### config.mk
export PLATFORM = sky130hd
export DESIGN_NAME = dac_spi_multi
export DESIGN_NICKNAME = d
export VERILOG_FILES = /design/src/rtl/dac_spi_multi.sv
export SDC_FILE = /design/constraint.sdc
export NUM_CORES = 1
export LEC_CHECK = 0
export CAP_MARGIN = 20
export CORE_MARGIN = 2
export CORE_UTILIZATION = 55
export CTS_CLUSTER_SIZE = 10
export DETAILED_ROUTE_END_ITERATION = 8
export MAX_ROUTING_LAYER = met4
export PLACE_DENSITY = 0.93
export SYNTH_ARGS = -nofsm -noshare
export SYNTH_HDL_FRONTEND = slang
export SYNTH_SLANG_ARGS = --single-unit
### constraint.sdc
create_clock -name clk -period 4.8 [get_ports clk]
set_input_delay 0.48 -clock clk [delete_from_list [all_inputs] [get_ports clk]]
set_output_delay 0.48 -clock clk [all_outputs]
set_load 0.05 [all_outputs]
### src/rtl/dac_spi_multi.sv
// Multi-channel SPI DAC streamer: one packed sample set per handshake, one
// chip-select window per channel, optional shared latch strobe at the end.
module dac_spi_multi #(
  parameter int NUM_CH     = 2,
  parameter int DATA_W     = 12,
  parameter int HDR_W      = 4,
  parameter int CLK_DIV    = 4,
  parameter int CS_GAP     = 2,
  parameter int LATCH_LEN  = 2,
  parameter int SYNC_LATCH = 1,
  localparam int HW        = (HDR_W > 0) ? HDR_W : 1
) (
  input  logic                     clk,
  input  logic                     reset,
  input  logic                     in_valid,
  output logic                     in_ready,
  input  logic [NUM_CH*DATA_W-1:0] in_data,
  input  logic [NUM_CH*HW-1:0]     in_hdr,
  output logic                     dac_mosi,
  output logic                     dac_sclk,
  output logic                     dac_csn,
  output logic                     dac_latchn,
  output logic                     busy,
  output logic                     frame_done,
  output logic [2:0]               state_dbg
);

  // Handshake: a set transfers on any clk edge where in_valid && in_ready;
  // in_ready is high only in IDLE and DONE, and in_valid may be held across sets.

  localparam int F       = HDR_W + DATA_W;
  localparam int CNT_MAX = (CLK_DIV > CS_GAP) ? ((CLK_DIV > LATCH_LEN) ? CLK_DIV : LATCH_LEN)
                                              : ((CS_GAP > LATCH_LEN) ? CS_GAP : LATCH_LEN);
  localparam int CNT_W   = (CNT_MAX > 1) ? $clog2(CNT_MAX) : 1;
  localparam int BIT_W   = (F > 1) ? $clog2(F) : 1;
  localparam int CH_W    = (NUM_CH > 1) ? $clog2(NUM_CH) : 1;

  typedef enum logic [2:0] {
    S_IDLE  = 3'd0,
    S_SHIFT = 3'd1,
    S_GAP   = 3'd2,
    S_LATCH = 3'd3,
    S_DONE  = 3'd4
  } state_t;

  state_t                   state;
  logic [CNT_W-1:0]         cnt;
  logic [BIT_W-1:0]         bit_cnt;
  logic [CH_W-1:0]          ch_cnt;
  logic [F-1:0]             shreg;
  logic [NUM_CH*DATA_W-1:0] data_q;
  logic [NUM_CH*HW-1:0]     hdr_q;
  logic [F-1:0]             in_frame;
  logic [F-1:0]             q_frame;

  // The captured set is shifted down one channel per frame, so the next
  // channel's frame always sits in the low slot.
  generate
    if (HDR_W > 0) begin : g_hdr
      assign in_frame = {in_hdr[HDR_W-1:0], in_data[DATA_W-1:0]};
      assign q_frame  = {hdr_q[HDR_W-1:0], data_q[DATA_W-1:0]};
    end else begin : g_nohdr
      assign in_frame = in_data[DATA_W-1:0];
      assign q_frame  = data_q[DATA_W-1:0];
    end
  endgenerate

  assign state_dbg = state;

  always_ff @(posedge clk) begin
    if (reset) begin
      state      <= S_IDLE;
      cnt        <= '0;
      bit_cnt    <= '0;
      ch_cnt     <= '0;
      shreg      <= '0;
      data_q     <= '0;
      hdr_q      <= '0;
      in_ready   <= 1'b0;
      dac_mosi   <= 1'b0;
      dac_sclk   <= 1'b0;
      dac_csn    <= 1'b1;
      dac_latchn <= 1'b1;
      busy       <= 1'b0;
      frame_done <= 1'b0;
    end else begin
      case (state)
        S_IDLE, S_DONE: begin
          frame_done <= 1'b0;
          if (in_valid && in_ready) begin
            state    <= S_SHIFT;
            in_ready <= 1'b0;
            busy     <= 1'b1;
            dac_csn  <= 1'b0;
            dac_sclk <= 1'b0;
            dac_mosi <= in_frame[F-1];
            shreg    <= in_frame;
            data_q   <= in_data >> DATA_W;
            hdr_q    <= in_hdr >> HDR_W;
            cnt      <= '0;
            bit_cnt  <= '0;
            ch_cnt   <= '0;
          end else begin
            state    <= S_IDLE;
            in_ready <= 1'b1;
          end
        end
        S_SHIFT: begin
          if (cnt == CNT_W'(CLK_DIV - 1)) begin
            cnt <= '0;
            if (!dac_sclk) begin
              dac_sclk <= 1'b1;
            end else if (bit_cnt == BIT_W'(F - 1)) begin
              state    <= S_GAP;
              dac_csn  <= 1'b1;
              dac_sclk <= 1'b0;
              dac_mosi <= 1'b0;
            end else begin
              dac_sclk <= 1'b0;
              bit_cnt  <= bit_cnt + 1'b1;
              shreg    <= shreg << 1;
              dac_mosi <= shreg[F-2];
            end
          end else begin
            cnt <= cnt + 1'b1;
          end
        end
        S_GAP: begin
          if (cnt == CNT_W'(CS_GAP - 1)) begin
            cnt <= '0;
            if (ch_cnt == CH_W'(NUM_CH - 1)) begin
              if (SYNC_LATCH != 0) begin
                state      <= S_LATCH;
                dac_latchn <= 1'b0;
              end else begin
                state      <= S_DONE;
                frame_done <= 1'b1;
                busy       <= 1'b0;
                in_ready   <= 1'b1;
              end
            end else begin
              state    <= S_SHIFT;
              ch_cnt   <= ch_cnt + 1'b1;
              dac_csn  <= 1'b0;
              dac_mosi <= q_frame[F-1];
              shreg    <= q_frame;
              data_q   <= data_q >> DATA_W;
              hdr_q    <= hdr_q >> HDR_W;
              bit_cnt  <= '0;
            end
          end else begin
            cnt <= cnt + 1'b1;
          end
        end
        S_LATCH: begin
          if (cnt == CNT_W'(LATCH_LEN - 1)) begin
            cnt        <= '0;
            state      <= S_DONE;
            dac_latchn <= 1'b1;
            frame_done <= 1'b1;
            busy       <= 1'b0;
            in_ready   <= 1'b1;
          end else begin
            cnt <= cnt + 1'b1;
          end
        end
        default: begin
          state    <= S_IDLE;
          in_ready <= 1'b0;
        end
      endcase
    end
  end

endmodule

==> impl_metrics.xml <==
<?xml version="1.0" encoding="UTF-8"?>
<metrics>
  <group name="logic_synthesis">
    <metric name="post-synth-top-count-cell" unit="">dfxtp_1</metric>
    <metric name="synth_largest_type_area_fraction" unit="">0.4208</metric>
    <metric name="avgSynthCellArea" unit="sq um">9.061</metric>
    <metric name="synth.yosys.seq_area_share" unit="">0.4208</metric>
    <metric name="syn-cell-area" unit="sq um">2283</metric>
    <metric name="number_of_synthesized_flops_with_an_enable_pin" unit="">0</metric>
    <metric name="synthDominantAreaCellType" unit="">dfxtp_1</metric>
    <metric name="top_ff_cell_synth" unit="">dfxtp_1</metric>
    <metric name="synth_seq_cells" unit="">48</metric>
    <metric name="yosysUniqueCellTypes" unit="">42</metric>
    <metric name="syn_inst" unit="">252</metric>
    <metric name="yosys-top-cells-count" unit="">dfxtp_1 (48), a22oi_1 (32), nor2_1 (27)</metric>
    <metric name="yosysWarningCount" unit="">0</metric>
    <metric name="synth-async-reset-ratio" unit="">0</metric>
    <metric name="synth_nets" unit="">291</metric>
    <metric name="synth_area_leaders" unit="">dfxtp_1 (42%), a22oi_1 (11%), a311oi_2 (5.9%), a21oi_1 (5.5%), nor2_1 (4.4%)</metric>
  </group>
  <group name="clock_network">
    <metric name="cts-htree-levels" unit="">2</metric>
    <metric name="cts_post_setup_buffers_inserted" unit="">0</metric>
    <metric name="number_of_cells_upsized_or_downsized_after_cts" unit="">0</metric>
    <metric name="tritoncts_clock_tree" unit="">yes</metric>
    <metric name="root_buffer_master" unit="">clkbuf_8</metric>
    <metric name="ctsLongestPathBuffers" unit="">2</metric>
    <metric name="cts.hold.buffers_added" unit="">0</metric>
    <metric name="clock_latency" unit="ps">290</metric>
    <metric name="cts_inserted_buffers" unit="">5</metric>
    <metric name="numClockSinks" unit="">48</metric>
    <metric name="clkSlewWorstSetupHoldPaths" unit="ps">90</metric>
  </group>
  <group name="place">
    <metric name="buffer_ports.inserted" unit="">44</metric>
    <metric name="post-dp-hpwl" unit="mm">3.648</metric>
    <metric name="gp_congestion" unit="">0.8856</metric>
  </group>
  <group name="sta">
    <metric name="achievable-frequency" unit="MHz">366.6</metric>
    <metric name="final.setup.tns" unit="ps">0</metric>
    <metric name="timing_max_transition_violations_final" unit="">0</metric>
    <metric name="timing.final.hold_violations" unit="">0</metric>
    <metric name="worst_slew_margin_rel" unit="">0.3821</metric>
    <metric name="rsz0062_at_grt" unit="">false</metric>
    <metric name="final_min_period_over_clock_period" unit="">0.5682</metric>
    <metric name="worst_pin_slew" unit="ps">926.9</metric>
    <metric name="finalSetupViolations" unit="">0</metric>
    <metric name="fin_hold_ws" unit="ps">491.7</metric>
    <metric name="final.min_clock_period" unit="ps">2727</metric>
    <metric name="timing.clock.skew" unit="ps">4.228</metric>
  </group>
  <group name="grt">
    <metric name="number_of_global_route_vias_before_repair" unit="">2050</metric>
    <metric name="global_route.usage.total" unit="">0.2697</metric>
    <metric name="grt_pass1_wl" unit="mm">9.280</metric>
    <metric name="total_overflow_reported_by_the_global_router" unit="">0</metric>
    <metric name="grt_start_max_net_pins" unit="">49</metric>
    <metric name="initial_antenna_violation_count" unit="">0</metric>
  </group>
  <group name="die">
    <metric name="floorplan.initialDensity" unit="">0.5708</metric>
    <metric name="io-pin-count" unit="">45</metric>
    <metric name="floorplan.die.height" unit="um">68.44</metric>
    <metric name="row_count" unit="">23</metric>
    <metric name="die_width" unit="um">68.44</metric>
    <metric name="fp.dieArea" unit="sq um">4683</metric>
    <metric name="core-area" unit="sq um">4000</metric>
  </group>
  <group name="routing">
    <metric name="drt_drc_violations_left" unit="">0</metric>
    <metric name="firstDrtPassIters" unit="">4</metric>
    <metric name="vias" unit="">2150</metric>
    <metric name="drtAntennaViolNets" unit="">0</metric>
    <metric name="detailedRoute.firstIterationViolations" unit="">237</metric>
    <metric name="post_drt_via_cell_ratio" unit="">6.495</metric>
    <metric name="detailed_route_wire_length_per_cell" unit="um">17.27</metric>
    <metric name="route.final.wire_length" unit="mm">5.717</metric>
  </group>
  <group name="final_layout">
    <metric name="diodes" unit="">0</metric>
    <metric name="area_growth_syn_to_layout" unit="%">21.10</metric>
    <metric name="drive_above_1_share" unit="">0.08897</metric>
    <metric name="num-nets-final" unit="">319</metric>
  </group>
  <group name="critical_path">
    <metric name="critPathKind" unit="">register to register</metric>
    <metric name="setup.worst_path.start_class" unit="">register</metric>
    <metric name="critPathRequiredTime" unit="ps">5030</metric>
    <metric name="worst-path-max-fanout" unit="">20</metric>
    <metric name="cp.arrival" unit="ps">2960</metric>
    <metric name="setup.worst_path.end_class" unit="">register</metric>
  </group>
  <group name="power_and_ir_drop">
    <metric name="power_density" unit="nW/um^2">331.1</metric>
    <metric name="p_leak" unit="nW">0.9380</metric>
    <metric name="max-vdd-ir-drop" unit="mV">0.2786</metric>
  </group>
  <group name="flow_run">
    <metric name="cap_viol_max_count" unit="">0</metric>
  </group>
  <group name="run_status">
    <metric name="outcome" unit="">complete, no violations</metric>
  </group>
  <group name="worst_hold_path">
    <metric name="hp-class" unit="">register to register</metric>
  </group>
</metrics>
-- routing by layer --
layer	up-vias	global-route usage	part of all wire
met1	1040	0.3391	0.42
li1	1003	-	-
met4	0	0.09000	0.015
met2	95	0.4327	0.50
met3	12	0.05263	0.061
met5	-	-	0
-- through the flow --
step / area (sq um) / instances / setup WS [ps] / power [mW] / util
after detailed placement: 2658 / 323 / 1893 / 0.6344 / 0.6644
final: 2765 / 331 / 2073 / 0.9155 / 0.6913
after global placement: 2658 / 323 / 2009 / 0.6258 / 0.6644
after floorplan: 2283 / 252 / 2829 / 0.5797 / -
after CTS: 2765 / 331 / 2119 / 0.9161 / 0.6913
after global routing: 2765 / 331 / 1939 / 0.9491 / 0.6913
-- placed cells by master, fill, tap and decap left out, drive strengths merged, types with 2 or more instances in the layout --
cell type,instances
clkbuf,6
clkdlybuf4s50,43
buf,2
a21oi,25
nand3,19
nor2,29
nor3,2
o21ai,11
nand2b,3
a22oi,32
dfxtp,48
ha,4
a311oi,16
nor2b,4
nand3b,2
inv,5
nand4,3
nand2,7
nor3b,2
-- kinds of logic (layout without fill, tap and decap cells) --
logic type	count (synthesis)	after routing	share of synthesized area
and+or+nand+nor	78	78	0.1869
buffers and inverters	29	58	0.06575
adders and majority gates	4	4	0.02192
DFF	48	48	0.4208
AOI/OAI and AO/OA	93	93	0.3047
-- path summary, 6_finish.rpt --
check	cells past startpoint	end	startpoint	slack, ps
worst max register to register	5	bit_cnt[3]	state_dbg[2]	2070
worst min register to register	2	frame_done	frame_done	490
worst max-delay path	5	bit_cnt[3]	state_dbg[2]	2070
worst min-delay path	2	frame_done	frame_done	490
-- worst max-delay path, cell delays in order, from the launching register on --
cell      delay (ps)
dfxtp_1          620
or3b_1           700
or2_1            680
nand4_1          190
or3_1            340
a21boi_1         140
-- sequential cells by signal, indices dropped and copies added (netlist names) --
| register | count |
|---|---|
| bit_cnt | 4 |
| busy | 1 |
| ch_cnt | 1 |
| cnt | 2 |
| dac_csn | 1 |
| dac_latchn | 1 |
| dac_mosi | 1 |
| dac_sclk | 1 |
| data_q | 12 |
| frame_done | 1 |
| hdr_q | 4 |
| in_ready | 1 |
| shreg | 15 |
| state_dbg | 3 |
-- final cells by class --
class                           instances  area, sq um
Clock buffer                            6        72.57
Clock inverter                          2        35.03
Fill cell                             304         1235
Inverter                                5        18.77
Multi-Input combinational cell        175         1172
Sequential cell                        48        960.9
Tap cell                               50        62.56
Timing Repair Buffer                   45        442.9
-- where the power goes --
part | internal, mW | switching, mW
Clock | 0.155 | 0.132
Combinational | 0.0795 | 0.0994
Sequential | 0.428 | 0.0212
(Power assumes the default switching activity.)
